[config.mk]
export PLATFORM = sky130hd
export DESIGN_NAME = dds_cfg_loader
export DESIGN_NICKNAME = d
export VERILOG_FILES = /design/src/rtl/dds_pkg.sv /design/src/rtl/dds_sipo.sv /design/src/rtl/dds_cfg_loader.sv
export SDC_FILE = /design/constraint.sdc
export NUM_CORES = 1
export LEC_CHECK = 0
export BUFFER_PORTS_ARGS = -buffer_cell sky130_fd_sc_hd__buf_2
export CORE_MARGIN = 2
export CORE_UTILIZATION = 38
export DETAILED_ROUTE_END_ITERATION = 8
export REMOVE_ABC_BUFFERS = 1
export SLEW_MARGIN = 20
export SYNTH_ARGS = -nofsm -noshare
export SYNTH_HDL_FRONTEND = slang
export SYNTH_HIERARCHICAL = 1
export SYNTH_SLANG_ARGS = --single-unit
[constraint.sdc]
create_clock -name clk -period 1.8 [get_ports clk]
set_clock_uncertainty 0.15 [all_clocks]
set_input_delay 0.09 -clock clk [delete_from_list [all_inputs] [get_ports clk]]
set_output_delay 0.09 -clock clk [all_outputs]
set_load 0.02 [all_outputs]
[src/rtl/dds_pkg.sv]
// Shared types and constants for the DDS serial configuration writer.
package dds_pkg;

  typedef enum logic [2:0] {
    IDLE     = 3'd0,
    CMD      = 3'd1,
    ADDR     = 3'd2,
    DATA     = 3'd3,
    COMMIT   = 3'd4,
    WAIT_END = 3'd5
  } state_e;

  localparam logic CMD_WRITE = 1'b0;
  localparam logic CMD_CLEAR = 1'b1;

  // Bit counter width: enough to count up to the longer of the two fields.
  function automatic int unsigned cnt_width(input int unsigned a_w, input int unsigned d_w);
    int unsigned m;
    m = (a_w > d_w) ? a_w : d_w;
    return $clog2(m + 1);
  endfunction

endpackage

[src/rtl/dds_sipo.sv]
// Serial-in/parallel-out shift register, MSB first, with shift enable and sync clear.
module dds_sipo
  import dds_pkg::*;
#(
  parameter int unsigned WIDTH = 8
) (
  input  logic             clk,
  input  logic             rstn,
  input  logic             i_clr,
  input  logic             i_shift,
  input  logic             i_bit,
  output logic [WIDTH-1:0] o_q
);

  logic [WIDTH-1:0] r_q;

  always_ff @(posedge clk or negedge rstn) begin
    if (!rstn) begin
      r_q <= '0;
    end else if (i_clr) begin
      r_q <= '0;
    end else if (i_shift) begin
      r_q <= WIDTH'({r_q, i_bit});
    end
  end

  assign o_q = r_q;

endmodule

[src/rtl/dds_cfg_loader.sv]
// Serial command deframer driving the DDS register bank: parallel data plus
// one-hot load (enh) and clear (clrh) strobes.
module dds_cfg_loader
  import dds_pkg::*;
#(
  parameter int unsigned DATA_WIDTH = 8,
  parameter int unsigned ADDR_WIDTH = 2,
  parameter int unsigned NUM_REGS   = 4
) (
  input  logic                  clk,
  input  logic                  rstn,
  input  logic                  frame_n,
  input  logic                  bit_vld,
  input  logic                  bit_in,
  output logic [DATA_WIDTH-1:0] d_out,
  output logic [NUM_REGS-1:0]   enh,
  output logic [NUM_REGS-1:0]   clrh,
  output logic                  busy,
  output logic                  err
);

  localparam int unsigned CNT_W = cnt_width(ADDR_WIDTH, DATA_WIDTH);
  localparam int unsigned CMP_W = ADDR_WIDTH + 1;

  state_e                r_state;
  state_e                w_state_nxt;
  logic [CNT_W-1:0]      r_cnt;
  logic [CNT_W-1:0]      w_cnt_nxt;
  logic                  r_cmd;
  logic                  w_cmd_ld;
  logic                  w_addr_shift;
  logic                  w_data_shift;
  logic                  w_sipo_clr;
  logic                  w_dout_ld;
  logic                  w_addr_last;
  logic                  w_data_last;
  logic                  w_in_range;
  logic [ADDR_WIDTH-1:0] w_addr;
  logic [DATA_WIDTH-1:0] w_data;
  logic [DATA_WIDTH-1:0] w_data_full;
  logic [NUM_REGS-1:0]   w_onehot;
  logic [NUM_REGS-1:0]   w_enh_nxt;
  logic [NUM_REGS-1:0]   w_clrh_nxt;
  logic                  w_err_nxt;
  logic [DATA_WIDTH-1:0] r_dout;
  logic [NUM_REGS-1:0]   r_enh;
  logic [NUM_REGS-1:0]   r_clrh;
  logic                  r_busy;
  logic                  r_err;

  dds_sipo #(.WIDTH(ADDR_WIDTH)) u_addr_sipo (
    .clk     (clk),
    .rstn    (rstn),
    .i_clr   (w_sipo_clr),
    .i_shift (w_addr_shift),
    .i_bit   (bit_in),
    .o_q     (w_addr)
  );

  dds_sipo #(.WIDTH(DATA_WIDTH)) u_data_sipo (
    .clk     (clk),
    .rstn    (rstn),
    .i_clr   (w_sipo_clr),
    .i_shift (w_data_shift),
    .i_bit   (bit_in),
    .o_q     (w_data)
  );

  // Word as it will look once the current (last) data bit is shifted in.
  assign w_data_full = DATA_WIDTH'({w_data, bit_in});
  assign w_addr_last = (r_cnt == CNT_W'(ADDR_WIDTH - 1));
  assign w_data_last = (r_cnt == CNT_W'(DATA_WIDTH - 1));
  assign w_in_range  = ({1'b0, w_addr} < CMP_W'(NUM_REGS));
  assign w_onehot    = NUM_REGS'(1) << w_addr;
  assign w_sipo_clr  = (r_state == IDLE);

  always_ff @(posedge clk or negedge rstn) begin
    if (!rstn) begin
      r_state <= IDLE;
    end else begin
      r_state <= w_state_nxt;
    end
  end

  // Next state plus next values for the registered outputs and datapath controls.
  always_comb begin
    w_state_nxt  = r_state;
    w_cnt_nxt    = r_cnt;
    w_cmd_ld     = 1'b0;
    w_addr_shift = 1'b0;
    w_data_shift = 1'b0;
    w_dout_ld    = 1'b0;
    w_enh_nxt    = '0;
    w_clrh_nxt   = '0;
    w_err_nxt    = 1'b0;

    case (r_state)
      IDLE: begin
        w_cnt_nxt = '0;
        if (!frame_n) begin
          w_state_nxt = CMD;
        end
      end

      CMD: begin
        if (frame_n) begin
          w_state_nxt = IDLE;
          w_err_nxt   = 1'b1;
        end else if (bit_vld) begin
          w_cmd_ld    = 1'b1;
          w_cnt_nxt   = '0;
          w_state_nxt = ADDR;
        end
      end

      ADDR: begin
        if (frame_n) begin
          w_state_nxt = IDLE;
          w_err_nxt   = 1'b1;
        end else if (bit_vld) begin
          w_addr_shift = 1'b1;
          if (w_addr_last) begin
            w_cnt_nxt   = '0;
            w_state_nxt = DATA;
          end else begin
            w_cnt_nxt = r_cnt + CNT_W'(1);
          end
        end
      end

      DATA: begin
        if (frame_n) begin
          w_state_nxt = IDLE;
          w_err_nxt   = 1'b1;
        end else if (bit_vld) begin
          w_data_shift = 1'b1;
          if (w_data_last) begin
            w_cnt_nxt   = '0;
            w_dout_ld   = 1'b1;
            w_state_nxt = COMMIT;
            // Strobes are registered, so decode now to land in the COMMIT cycle.
            if (!w_in_range) begin
              w_err_nxt = 1'b1;
            end else if (r_cmd == CMD_CLEAR) begin
              w_clrh_nxt = w_onehot;
            end else begin
              w_enh_nxt = w_onehot;
            end
          end else begin
            w_cnt_nxt = r_cnt + CNT_W'(1);
          end
        end
      end

      COMMIT: begin
        w_state_nxt = WAIT_END;
      end

      WAIT_END: begin
        if (frame_n) begin
          w_state_nxt = IDLE;
        end
      end

      default: begin
        w_state_nxt = IDLE;
      end
    endcase
  end

  always_ff @(posedge clk or negedge rstn) begin
    if (!rstn) begin
      r_cnt  <= '0;
      r_cmd  <= 1'b0;
      r_dout <= '0;
      r_enh  <= '0;
      r_clrh <= '0;
      r_busy <= 1'b0;
      r_err  <= 1'b0;
    end else begin
      r_cnt  <= w_cnt_nxt;
      r_enh  <= w_enh_nxt;
      r_clrh <= w_clrh_nxt;
      r_err  <= w_err_nxt;
      r_busy <= (w_state_nxt != IDLE);
      if (w_cmd_ld) begin
        r_cmd <= bit_in;
      end
      if (w_dout_ld) begin
        r_dout <= w_data_full;
      end
    end
  end

  assign d_out = r_dout;
  assign enh   = r_enh;
  assign clrh  = r_clrh;
  assign busy  = r_busy;
  assign err   = r_err;

endmodule

## After elaboration in Yosys (flattened, before gate mapping)

Index checks and enable logic that the tools add are counted.

- Flip-flop bits (word level): 35
- Latch bits: 0
- Memory bits (writable): 0
- Memory bits (read-only): 0
- Input port bits: 5
- Output and inout port bits: 18
- Word-level logic and storage cells: 77
- Memories: 0

- Add/subtract/negate cells: 1
- Multiply operators: 0
- Divide/modulo/power cells: 0
- $lt $le $gt $ge: 0
- Eq/ne operators: 13
- Shift operators: 1
- Multiplexer cells: 45
- Bitwise gates (word level): 0
- Reduce and logical (&&, ||, !) cells: 7

Operator list:

| operator | number |
|---|---|
| $mux 4 | 18 |
| $mux 3 | 10 |
| $pmux 3 s6 | 1 |
| $pmux 4 s4 | 1 |
| $mux 7 | 2 |
| $ne 2x2->1 const B | 6 |
| $mux 1 | 11 |
| $reduce_and 7->1 | 1 |
| $eq 3x2->1 const B | 2 |
| $eq 3x3->1 const B | 2 |
| $add 4x1->4 const B | 1 |
| $eq 4x1->1 const B | 1 |
| $eq 4x3->1 const B | 1 |
| $mux 2 | 2 |
| $reduce_bool 2->1 | 2 |
| $reduce_bool 4->1 | 1 |
| $shl 1x2->4 const A | 1 |
| $eq 3x1->1 const B | 1 |
| $logic_not 3->1 | 1 |
| $reduce_bool 3->1 | 1 |
| $reduce_or 3->1 | 1 |

## Depth between registers and ports, before layout

Gate-level depths: netlist of run 1.

- Depth in word-level cells: 6
- Mapped depth: 6
- Gate-level depth less buffers: 6

## Hierarchy

The synthesis of run 1 kept the hierarchy.

Modules (own cells, without submodules):

| module | times used | cells each | area each (µm²) | seq. area each (µm²) |
|---|---|---|---|---|
| dds_cfg_loader | 1 | 97 | 1158.6 | 650.6 |
| dds_sipo at u_data_sipo | 1 | 26 | 325.3 | 200.2 |
| dds_sipo at u_addr_sipo | 1 | 6 | 77.6 | 50.0 |

## Worst setup path after synthesis of run 1

OpenSTA, ideal clock, no wires.

- Path type: flip-flop to flip-flop
- From: register r_cnt[0]
- To: register r_busy, in the netlist busy
- Library setup time: 0.131 ns
- Data arrival time: 1.619 ns
- Required time: 1.519 ns
- Setup slack: -0.100 ns
- Stages on the path, launching flop included: 7
- Buffers on the path: 1
- Period minus slack after synthesis: 1.900 ns
- Cell sequence: dfrtp_1 -> ha_1 -> and3b_1 -> and3_4 -> buf_6 -> o21a_1 -> or3_1

- Word-level cells in the longest chain between the ends: 6
- Elaborated cells on any way between the ends: 10
- Those cells by class: eq/ne: 2; mux: 7; reduce/logical: 1

Ends and longest elaborated chain:

| item | RTL line | text |
|---|---|---|
| start: declaration | dds_cfg_loader.sv:27 | `logic [CNT_W-1:0] r_cnt;` |
| start signal: assignment | dds_cfg_loader.sv:181 | `r_cnt <= w_cnt_nxt;` |
| $eq 4x3->1 or $eq 4x1->1 (tied branches) | dds_cfg_loader.sv:72, dds_cfg_loader.sv:71 |  |
| $mux 3 (on tied branches) | dds_cfg_loader.sv:137, dds_cfg_loader.sv:122 |  |
| $mux 3 (on tied branches) | dds_cfg_loader.sv:135, dds_cfg_loader.sv:120 |  |
| $mux 3 (on tied branches) | dds_cfg_loader.sv:132, dds_cfg_loader.sv:117 |  |
| $pmux 3 s6 (*) | dds_cfg_loader.sv:97 | `case (r_state)` |
| via w_state_nxt[2] | dds_cfg_loader.sv:26 | `state_e w_state_nxt;` |
| $reduce_bool 3->1 (*) | dds_cfg_loader.sv:185 | `r_busy <= (w_state_nxt != IDLE);` |
| end signal: assignment | dds_cfg_loader.sv:185 |  |
| end: declaration | dds_cfg_loader.sv:48 | `logic r_busy;` |

The timed path passes the listed nets; every way through them passes the cells marked *.
A chain may end at the register's enable or synchronous reset.

## Worst setup path after layout of run 1

Ends and elaborated chain as after synthesis.

==> summary.md, run 1 <==
| Metric | Value |
|---|---|
| Gpl congestion | `between 0.8 and 0.9` |
| Fill cells | `about 370` |
| Final Cycle Share | `102%` |
| Worst skew pair latency | `0.28 ns` |
| CTS sink cnt | `35` |
| Number of global-route vias before repair | `~1200` |
| Total Wirelength | `about 3100 µm` |
| Number of DRC markers in iteration 0 | `40` |
| Non-Filler Instances | `between 200 and 250` |
| Antenna Nets Post-Route | `0` |
| Most common cell after layout, fill and taps aside | `dfrtp_1` |
| Max_slew headroom | `roughly half` |
| Largest net degree at the start of global routing | `36` |
| Initial antenna violation count | `0` |
| Clock root buffer | `clkbuf_8` |
| Hold Crit Class | `input port to flop` |
| DRC viols | `0` |
| Startpoint Class | `flop` |
| Cells after synthesis | `between 100 and 150` |
| Final HPWL DP | `2140 µm` |
| Die Width | `67.3 µm` |
| Synthesized area | `0.00152 mm²` |
| YS warnings | `6` |
| Fin area | `about 0.0020 mm²` |
| CP endpoint | `busy$_DFF_PN0_` |
| Min Clock Period, post-route | `about 1.8 ns` |
| # diodes | `0` |
| Layout cells sized above 1 | `between 30% and 40%` |
| Reg2reg end | `busy$_DFF_PN0_` |
| Hold Path Cell Cnt | `3` |
| Status | `finished with violations` |
| CTS Buffer Depth | `2` |
| Total power | `~1800 µW` |
| Area growth from synthesis to layout | `31.6%` |
| Critical Path RT | `~1.8 ns` |
| Fmax | `around 0.54 GHz` |
| Site row count | `23` |
| Crit path kind | `flop to flop` |
| CTS Buf Count | `5` |
| Crit-path cells | `ha_2 -> and3b_2 -> and3_4 -> o21a_1 -> or3_1` |
| Hold path startpoint | `bit_vld` |
| RSZ-0062 raised after global routing | `true` |
| IO Count | `23` |
| Cells on worst reg2reg path | `5` |
| Setup slack after layout | `-0.0356 ns` |
| Vias post-DR | `1083` |
| Core Region | `roughly 0.0039 mm²` |
| Final setup violation count | `1` |
| WL/cell | `roughly 14 µm` |
| Worst setup EP type | `flop` |
| GRT Total Usage | `approximately 16%` |
| Count of final max-slew check failures | `0` |
| CP Max Fanout | `4` |
| Layout Nets | `176` |
| Drt first pass iters | `2` |
| CTS tree | `done` |
| Peak VDD IR | `approximately 0.47 mV` |
| Most frequent cells in the layout | `34 x dfrtp_1, 22 x buf_2, 16 x nor2_1` |
| R2R setup slack | `-0.04 ns` |
| H-tree Lvls | `2` |
| Die Footprint | `0.00453 mm²` |
| Clk slew on worst S/H paths | `about 0.070 ns` |
| Area after DPL | `approximately 0.0017 mm²` |
| Failing checks | `setup timing` |
| Post-Syn Area per Cell | `around 12 µm²` |
| CP max stage delay | `~0.43 ns` |
| Chip Height | `67.3 µm` |
| Worst setup startpoint | `r_cnt[0]$_DFFE_PN0P_` |
| Critical-path top delay cell | `dfrtp_1` |
| Dpl cells | `about 210` |
| Worst Path Arrival | `1.85 ns` |
| Worst-margin pin slew | `0.768 ns` |
| Vias per cell | `~4.9` |
| Global route total overflow | `0` |
| Starting density of the core | `approximately two fifths` |
| Worst r2r src | `r_cnt[0]$_DFFE_PN0P_` |
| Maxcap violations | `0` |
| First-pass GRT wire length | `about 5300 µm` |
| Leakage power | `~0.00096 µW` |
| Power Density | `around 920 mW/mm²` |
| Fin. Hold Viols | `0` |
| Port Buffers | `22` |
==> per-stage QoR <==
step / TNS (ns) / setup WS [ns] / hold slack, ns / utilization, %
after floorplan: -0.0187 / -0.0187 / -0.356 / -
after global placement: 0 / 0.00160 / 0.0483 / 44.6
after detailed placement: -0.326 / -0.0977 / 0.0661 / 44.6
after CTS: -0.0143 / -0.0143 / 0.0495 / 49.4
after global routing: -0.452 / -0.103 / 0.0730 / 51.2
final: -0.0356 / -0.0356 / 0.0590 / 51.2
==> power by group <==
part / internal, µW / total [µW] / switching [µW] / leakage [µW]
logic: 85.1 / 172 / 87.1 / 0.000415
registers: 809 / 835 / 26.3 / 0.000480
clock network: 554 / 836 / 283 / 0.0000654
total: 1450 / 1840 / 396 / 0.000960
==> repair_timing <==
action,CTS,global route
hold endpoints to repair,40,0
endpoints found under the setup margin,12,11
buffers inserted,2,2
hold buffers,3,0
resized for setup,3,13
pin swaps,3,2
==> sequential cells by signal, summed over array words and instances (netlist names) <==
name	cells
u_data_sipo/o_q	7
busy	1
r_cmd	1
u_addr_sipo/o_q	2
enh	4
clrh	4
d_out	8
r_cnt	4
err	1
r_state	3
==> critical path, delay by kind of cell (launching register included) <==
family | cells | cell delay, ns
AO/OA/AOI/OAI | 1 | 0.18
adder cells (fa/ha/maj) | 1 | 0.21
flip-flops | 1 | 0.43
AND/OR/NAND/NOR | 3 | 0.76
==> worst min-delay path by stage <==
stage	to	slack, ns
after floorplan	busy$_DFF_PN0_	-0.36
after global placement	err$_DFF_PN0_	0.05
after detailed placement	r_cnt[2]$_DFFE_PN0P_	0.07
after CTS	r_state[0]$_DFF_PN0_	0.05
after global routing	r_state[0]$_DFF_PN0_	0.07
final	r_state[0]$_DFF_PN0_	0.06
==> layout make-up <==
type	instances	area [µm²]	share of cell area (%)
sequential	35	877	43.8
clock inverter	2	60.1	3.00
inverter	1	3.75	0.187
multi-input combinational	84	637	31.8
timing repair buffer	42	292	14.5
clock buffer	6	72.6	3.62
tap	50	62.6	3.12
==> metal layers <==
| metal | share of wire, % | vias up | GRT usage [%] |
|---|---|---|---|
| met1 | 45 | 526 | 18.5 |
| li1 | - | 529 | - |
| met2 | 49 | 20 | 27.8 |
| met5 | 0 | - | 0 |
| met3 | 3.9 | 8 | 4.00 |
| met4 | 2.0 | 0 | 7.65 |
No activity file was read; power rests on OpenSTA's default activity.
==> inputs of run 2 (changes only) <==
RECOVER_POWER = 25   (was not set)
==> run 2 against run 1 <==
Compared with the run above: the flow still finishes with violations (setup timing); sequential power hardly changed; combinational power about the same; register-to-register slack is essentially flat; critical path depth did not move; cell count unchanged; die area unchanged; global-route usage stayed put; critical path type unchanged; largest cell class unchanged; first-iteration DRC count unchanged; worst hold slack better by 0.0012 ns; sequential share of layout area rose by 0.50 points.
==> summary.md, run 2 (same netlist as run 1, synthesis figures left out) <==
| Metric | Value |
|---|---|
| Startpoint Class | `flop` |
| Port Buffers | `22 (unchanged)` |
| CTS Buf Count | `5 (unchanged)` |
| Crit path kind | `flop to flop` |
| Layout cells sized above 1 | `25.3% (-11 points)` |
| Peak VDD IR | `0.470 mV (about the same)` |
| Final setup violation count | `1 (unchanged)` |
| Hold slack | `0.0602 ns (+0.00120 ns)` |
| Fmax | `0.545 GHz (about the same)` |
| Worst r2r src | `r_cnt[0]$_DFFE_PN0P_` |
| Area after DPL | `0.00175 mm² (unchanged)` |
| GRT Total Usage | `16.0% (unchanged)` |
| CTS sink cnt | `35 (unchanged)` |
| Largest net degree at the start of global routing | `36 (unchanged)` |
| Worst Path Arrival | `1.85 ns (about the same)` |
| Worst skew pair latency | `0.28 ns (about the same)` |
| Fill cells | `377 (+1.1%)` |
| Antenna Nets Post-Route | `0 (unchanged)` |
| Setup slack after layout | `-0.0355 ns (+0.0000994 ns)` |
| Site row count | `23 (unchanged)` |
| Hold path startpoint | `bit_vld` |
| WL/cell | `14.2 µm (about the same)` |
| Max_slew headroom | `48.8% (about the same)` |
| CP Max Fanout | `4 (unchanged)` |
| # diodes | `0 (unchanged)` |
| Starting density of the core | `38.9% (unchanged)` |
| Final TNS setup | `-0.0355 ns (+0.0000994 ns)` |
| Vias per cell | `4.92 (unchanged)` |
| Number of global-route vias before repair | `1154 (unchanged)` |
| Most frequent cells in the layout | `34 x dfrtp_1, 19 x clkbuf_1, 16 x nor2_1` |
| DRC viols | `0 (unchanged)` |
| Area growth from synthesis to layout | `30.2%` |
| CP max stage delay | `0.43 ns (about the same)` |
| Vias post-DR | `1083 (unchanged)` |
| Hold Crit Class | `input port to flop` |
| Die Footprint | `0.00453 mm² (unchanged)` |
| Layout Nets | `176 (unchanged)` |
| Failing checks | `setup timing` |
| Count of final max-slew check failures | `0 (unchanged)` |
| Gpl congestion | `0.807 (unchanged)` |
| Status | `finished with violations` |
| Final HPWL DP | `2140 µm (unchanged)` |
| Most common cell after layout, fill and taps aside | `dfrtp_1` |
| Global route total overflow | `0 (unchanged)` |
| Number of DRC markers in iteration 0 | `40 (unchanged)` |
| Min Clock Period, post-route | `1.84 ns (-0.0000994 ns)` |
| Initial antenna violation count | `0 (unchanged)` |
| Cells on worst reg2reg path | `5 (unchanged)` |
| R2R setup slack | `-0.04 ns (about the same)` |
| Critical Path RT | `1.82 ns (about the same)` |
| Die Width | `67.3 µm (unchanged)` |
| IO Count | `23 (unchanged)` |
| Maxcap violations | `0 (unchanged)` |
| Clk slew on worst S/H paths | `0.07 ns (about the same)` |
| Chip Height | `67.3 µm (unchanged)` |
| Clock root buffer | `clkbuf_8` |
| Hold Path Cell Cnt | `3 (unchanged)` |
| Power Density | `929 mW/mm² (+0.99%)` |
| Leakage power | `0.000883 µW (-8.0%)` |
| Total Wirelength | `3120 µm (about the same)` |
| Hold endpoint | `r_state[0]$_DFF_PN0_` |
| Drt first pass iters | `2 (unchanged)` |
| CTS Buffer Depth | `2 (unchanged)` |
| Fin. Hold Viols | `0 (unchanged)` |
| H-tree Lvls | `2 (unchanged)` |
| Fin area | `0.00198 mm² (-1.1%)` |
| RSZ-0062 raised after global routing | `true` |
| Crit-path cells | `ha_2 -> and3b_2 -> and3_4 -> o21a_1 -> or3_1` |
| Worst setup EP type | `flop` |
| Final Cycle Share | `102% (about the same)` |
| CTS tree | `done` |
| Worst-margin pin slew | `0.769 ns (+0.000455 ns)` |
| Reg2reg end | `busy$_DFF_PN0_` |
| Core Region | `0.00391 mm² (unchanged)` |
| Critical-path top delay cell | `dfrtp_1` |
| Largest register FFs | `8 (unchanged)` |
| First-pass GRT wire length | `5290 µm (unchanged)` |
## run 2: timing repair
action,in CTS,in global routing
pin swaps,3,2
hold buffers,3,0
buffers inserted,2,2
endpoints found under the setup margin,12,11
resized for setup,3,13
hold endpoints to repair,40,0
## run 2: critical path, delay by kind of cell, from the launching register on
kind,cells,cell delay [ns]
AOI/OAI and AO/OA,1,0.18
DFF,1,0.43
adders and majority gates,1,0.21
and+or+nand+nor,3,0.76
## run 2: metrics by stage
step	total power, µW	util [%]	setup slack (ns)	std cells
after CTS	1840	49.4	-0.0143	218
final	1840	50.6	-0.0355	220
after floorplan	918	-	-0.0187	120
after global routing	1920	50.6	-0.103	220
after detailed placement	994	44.6	-0.0977	205
after global placement	988	44.6	0.00160	205
## run 2: area by class of cell
cell class	instances	area [µm²]	share of cell area, %
tap	50	62.6	3.16
clock buffer	6	72.6	3.66
multi-input combinational	84	637	32.1
sequential	35	877	44.3
clock inverter	2	60.1	3.03
inverter	1	3.75	0.189
timing repair buffer	42	269	13.6
## run 2: worst max-delay path by stage
stage / from / endpoint / slack [ns] / cells past startpoint
after CTS: r_cnt[1]$_DFFE_PN0P_ / busy$_DFF_PN0_ / -0.01 / 5
final: r_cnt[0]$_DFFE_PN0P_ / busy$_DFF_PN0_ / -0.04 / 5
after global placement: r_cnt[0]$_DFFE_PN0P_ / busy$_DFF_PN0_ / 0.002 / 5
after floorplan: r_cnt[0]$_DFFE_PN0P_ / busy$_DFF_PN0_ / -0.02 / 5
after global routing: r_cnt[0]$_DFFE_PN0P_ / busy$_DFF_PN0_ / -0.10 / 5
after detailed placement: r_cnt[1]$_DFFE_PN0P_ / r_cnt[1]$_DFFE_PN0P_ / -0.1 / 5
## run 2: routing by layer
layer  part of all wire [%]  track usage (%)  vias to the layer above
met5                      0                0                        -
met4                    2.0             7.65                        0
met3                    3.7             4.00                        8
met2                     49             27.8                       20
met1                     45             18.5                      526
li1                       -                -                      529
## run 2: report_power, final
part | switching [µW] | internal [µW] | total, µW
combinational | 87.1 | 83.5 | 171
sequential | 26.6 | 809 | 835
clock | 281 | 554 | 835
total | 395 | 1450 | 1840
==> inputs of run 3 (changes only) <==
PLACE_DENSITY_LB_ADDON = 0.15   (was not set)
==> run 3 against run 2 <==
Compared with the run above: sequential power about the same; flip-flop and latch count unchanged; non-clock buffer count down 1; global-route usage down 0.92 points; first-iteration DRC count up 28%; the run still ends with setup timing left; worst hold slack worse by 0.0085 ns; power down 16%.
==> summary.md, run 3 (same netlist as run 1, synthesis figures left out) <==
| Metric | Value |
|---|---|
| Status | `finished with violations` |
| Failing checks | `setup timing` |
| # diodes | `0 (unchanged)` |
| CTS Buffer Depth | `2 (unchanged)` |
| Max_slew headroom | `43.8% (-5.0 points)` |
| Most frequent cells in the layout | `35 x dfrtp_1, 19 x clkbuf_1, 16 x nor2_1` |
| Met1 GRT Util | `17.9% (-0.54 points)` |
| Count of final max-slew check failures | `0 (unchanged)` |
| WL/cell | `13.4 µm (-5.3%)` |
| Dpl ws | `-0.136 ns (-0.0382 ns)` |
| CTS tree | `done` |
| Fin. Hold Viols | `0 (unchanged)` |
| Final setup violation count | `1 (unchanged)` |
| Gpl congestion | `0.872 (+8.1%)` |
| Largest net degree at the start of global routing | `36 (unchanged)` |
| Layout Nets | `175 (-0.57%)` |
| Vias per cell | `4.91 (-0.19%)` |
| DRC viols | `0 (unchanged)` |
| Critical-path top delay cell | `dfrtp_1` |
| Port Buffers | `22 (unchanged)` |
| Area growth from synthesis to layout | `24.2%` |
| Drt first pass iters | `4 (+2)` |
| Total power | `1540 µW (-16%)` |
| CTS Buf Count | `5 (unchanged)` |
| Register area | `876 µm² (-0.14%)` |
| GR Util met3 | `4.17% (+0.17 points)` |
| Layout cells sized above 1 | `24.3% (-1.0 points)` |
| Fill cells | `391 (+3.7%)` |
| CP Max Fanout | `4 (unchanged)` |
| Crit path kind | `flop to flop` |
| Worst setup EP type | `flop` |
| Chip Height | `67.3 µm (unchanged)` |
| GR peak layer | `met2` |
| Grt met2 use | `24.5% (-3.3 points)` |
| Final Cycle Share | `102% (+0.10 points)` |
| Maxcap violations | `0 (unchanged)` |
| Multi-input logic area | `614 µm² (-3.5%)` |
| Number of global-route vias before repair | `1094 (-5.2%)` |
| Die Width | `67.3 µm (unchanged)` |
| Critical Path RT | `1.81 ns (about the same)` |
| Startpoint Class | `flop` |
| Site row count | `23 (unchanged)` |
| Final HPWL DP | `2070 µm (-3.5%)` |
| Global route total overflow | `0 (unchanged)` |
| Min Clock Period, post-route | `1.84 ns (+0.00186 ns)` |
| Worst Path Arrival | `1.85 ns (about the same)` |
| Core Region | `0.00391 mm² (unchanged)` |
| Clk slew on worst S/H paths | `0.07 ns (about the same)` |
| CP max stage delay | `0.43 ns (about the same)` |
| Peak VDD IR | `0.412 mV (-12%)` |
| Crit-path cells | `ha_2 -> and3b_2 -> and3_4 -> o21a_1 -> or3_1` |
| CTS sink cnt | `35 (unchanged)` |
| Vias post-DR | `1076 (-0.65%)` |
| Starting density of the core | `38.9% (unchanged)` |
| Die Footprint | `0.00453 mm² (unchanged)` |
| Worst-margin pin slew | `0.843 ns (+0.0744 ns)` |
| Antenna Nets Post-Route | `0 (unchanged)` |
| First-pass GRT wire length | `4950 µm (-6.3%)` |
| H-tree Lvls | `2 (unchanged)` |
| Hold Crit Class | `input port to flop` |
| RSZ-0062 raised after global routing | `true` |
| GRT Total Usage | `15.1% (-0.92 points)` |
| Initial antenna violation count | `0 (unchanged)` |
| Setup slack after layout | `-0.0374 ns (-0.00186 ns)` |
| Fmax | `0.544 GHz (-0.10%)` |
| Most common cell after layout, fill and taps aside | `dfrtp_1` |
| Total Wirelength | `2940 µm (-5.8%)` |
| Clock root buffer | `clkbuf_8` |
| Worst skew pair latency | `0.28 ns (about the same)` |
| Power Density | `814 mW/mm² (-12%)` |
| Largest register FFs | `8 (unchanged)` |
| Final TNS setup | `-0.0374 ns (-0.00186 ns)` |
| IO Count | `23 (unchanged)` |
| Number of DRC markers in iteration 0 | `51 (+28%)` |
| Leakage power | `0.000845 µW (-4.2%)` |
[run 3: layer usage]
metal / vias to the layer above / share of wire, % / routed length (µm)
li1: 527 / - / -
met1: 513 / 45 / 1320
met2: 29 / 48 / 1410
met3: 7 / 4.6 / 136
met4: 0 / 2.4 / 71
met5: - / 0 / 0
[run 3: worst max-delay path: cells and delay by family, from the launching register on]
family	cells	cell delay, ns
adder cells (fa/ha/maj)	1	0.21
AO/OA/AOI/OAI	1	0.17
AND/OR/NAND/NOR	3	0.77
flip-flops	1	0.43
[run 3: where the power goes]
part | internal [µW] | leakage, µW | switching, µW
Combinational | 74.0 | 0.000323 | 85.6
Clock | 270 | 0.0000412 | 275
Sequential | 808 | 0.000481 | 27.5
[run 3: worst paths after layout]
path | from | endpoint | slack (ns) | cells after the start
setup / recovery | r_cnt[0]$_DFFE_PN0P_ | busy$_DFF_PN0_ | -0.04 | 5
hold / removal | bit_vld | r_state[0]$_DFF_PN0_ | 0.05 | 3
setup reg to reg | r_cnt[0]$_DFFE_PN0P_ | busy$_DFF_PN0_ | -0.04 | 5
hold reg to reg | d_out[7]$_DFFE_PN0P_ | d_out[7]$_DFFE_PN0P_ | 0.36 | 1
max in group asynchronous | rstn | r_cnt[1]$_DFFE_PN0P_ | 0.69 | 2
min in group asynchronous | rstn | r_state[1]$_DFF_PN0_ | 0.29 | 2
[run 3: area by class of cell]
| type | count | share of cell area (%) |
|---|---|---|
| Multi-Input combinational cell | 84 | 32.5 |
| Tap cell | 50 | 3.31 |
| Sequential cell | 35 | 46.3 |
| Timing Repair Buffer | 41 | 13.2 |
| Clock buffer | 6 | 3.84 |
| Clock inverter | 2 | 0.661 |
| Inverter | 1 | 0.198 |
[run 3: repair_timing]
item	4_1_cts	5_1_grt
pin swaps	1	1
gates resized for setup	3	1
buffers inserted	2	1
hold endpoints to repair	40	0
hold buffers	3	0
endpoints found under the setup margin	7	10
[run 3: stage by stage]
stage               util (%)  hold slack (ns)  cell area [µm²]  std cells
CTS                     48.5           0.0434             1900        218
detailed placement      44.9           0.0578             1760        205
floorplan                  -           -0.356             1480        120
global route            48.3           0.0653             1890        219
global placement        44.9           0.0521             1760        205
finish                  48.3           0.0517             1890        219
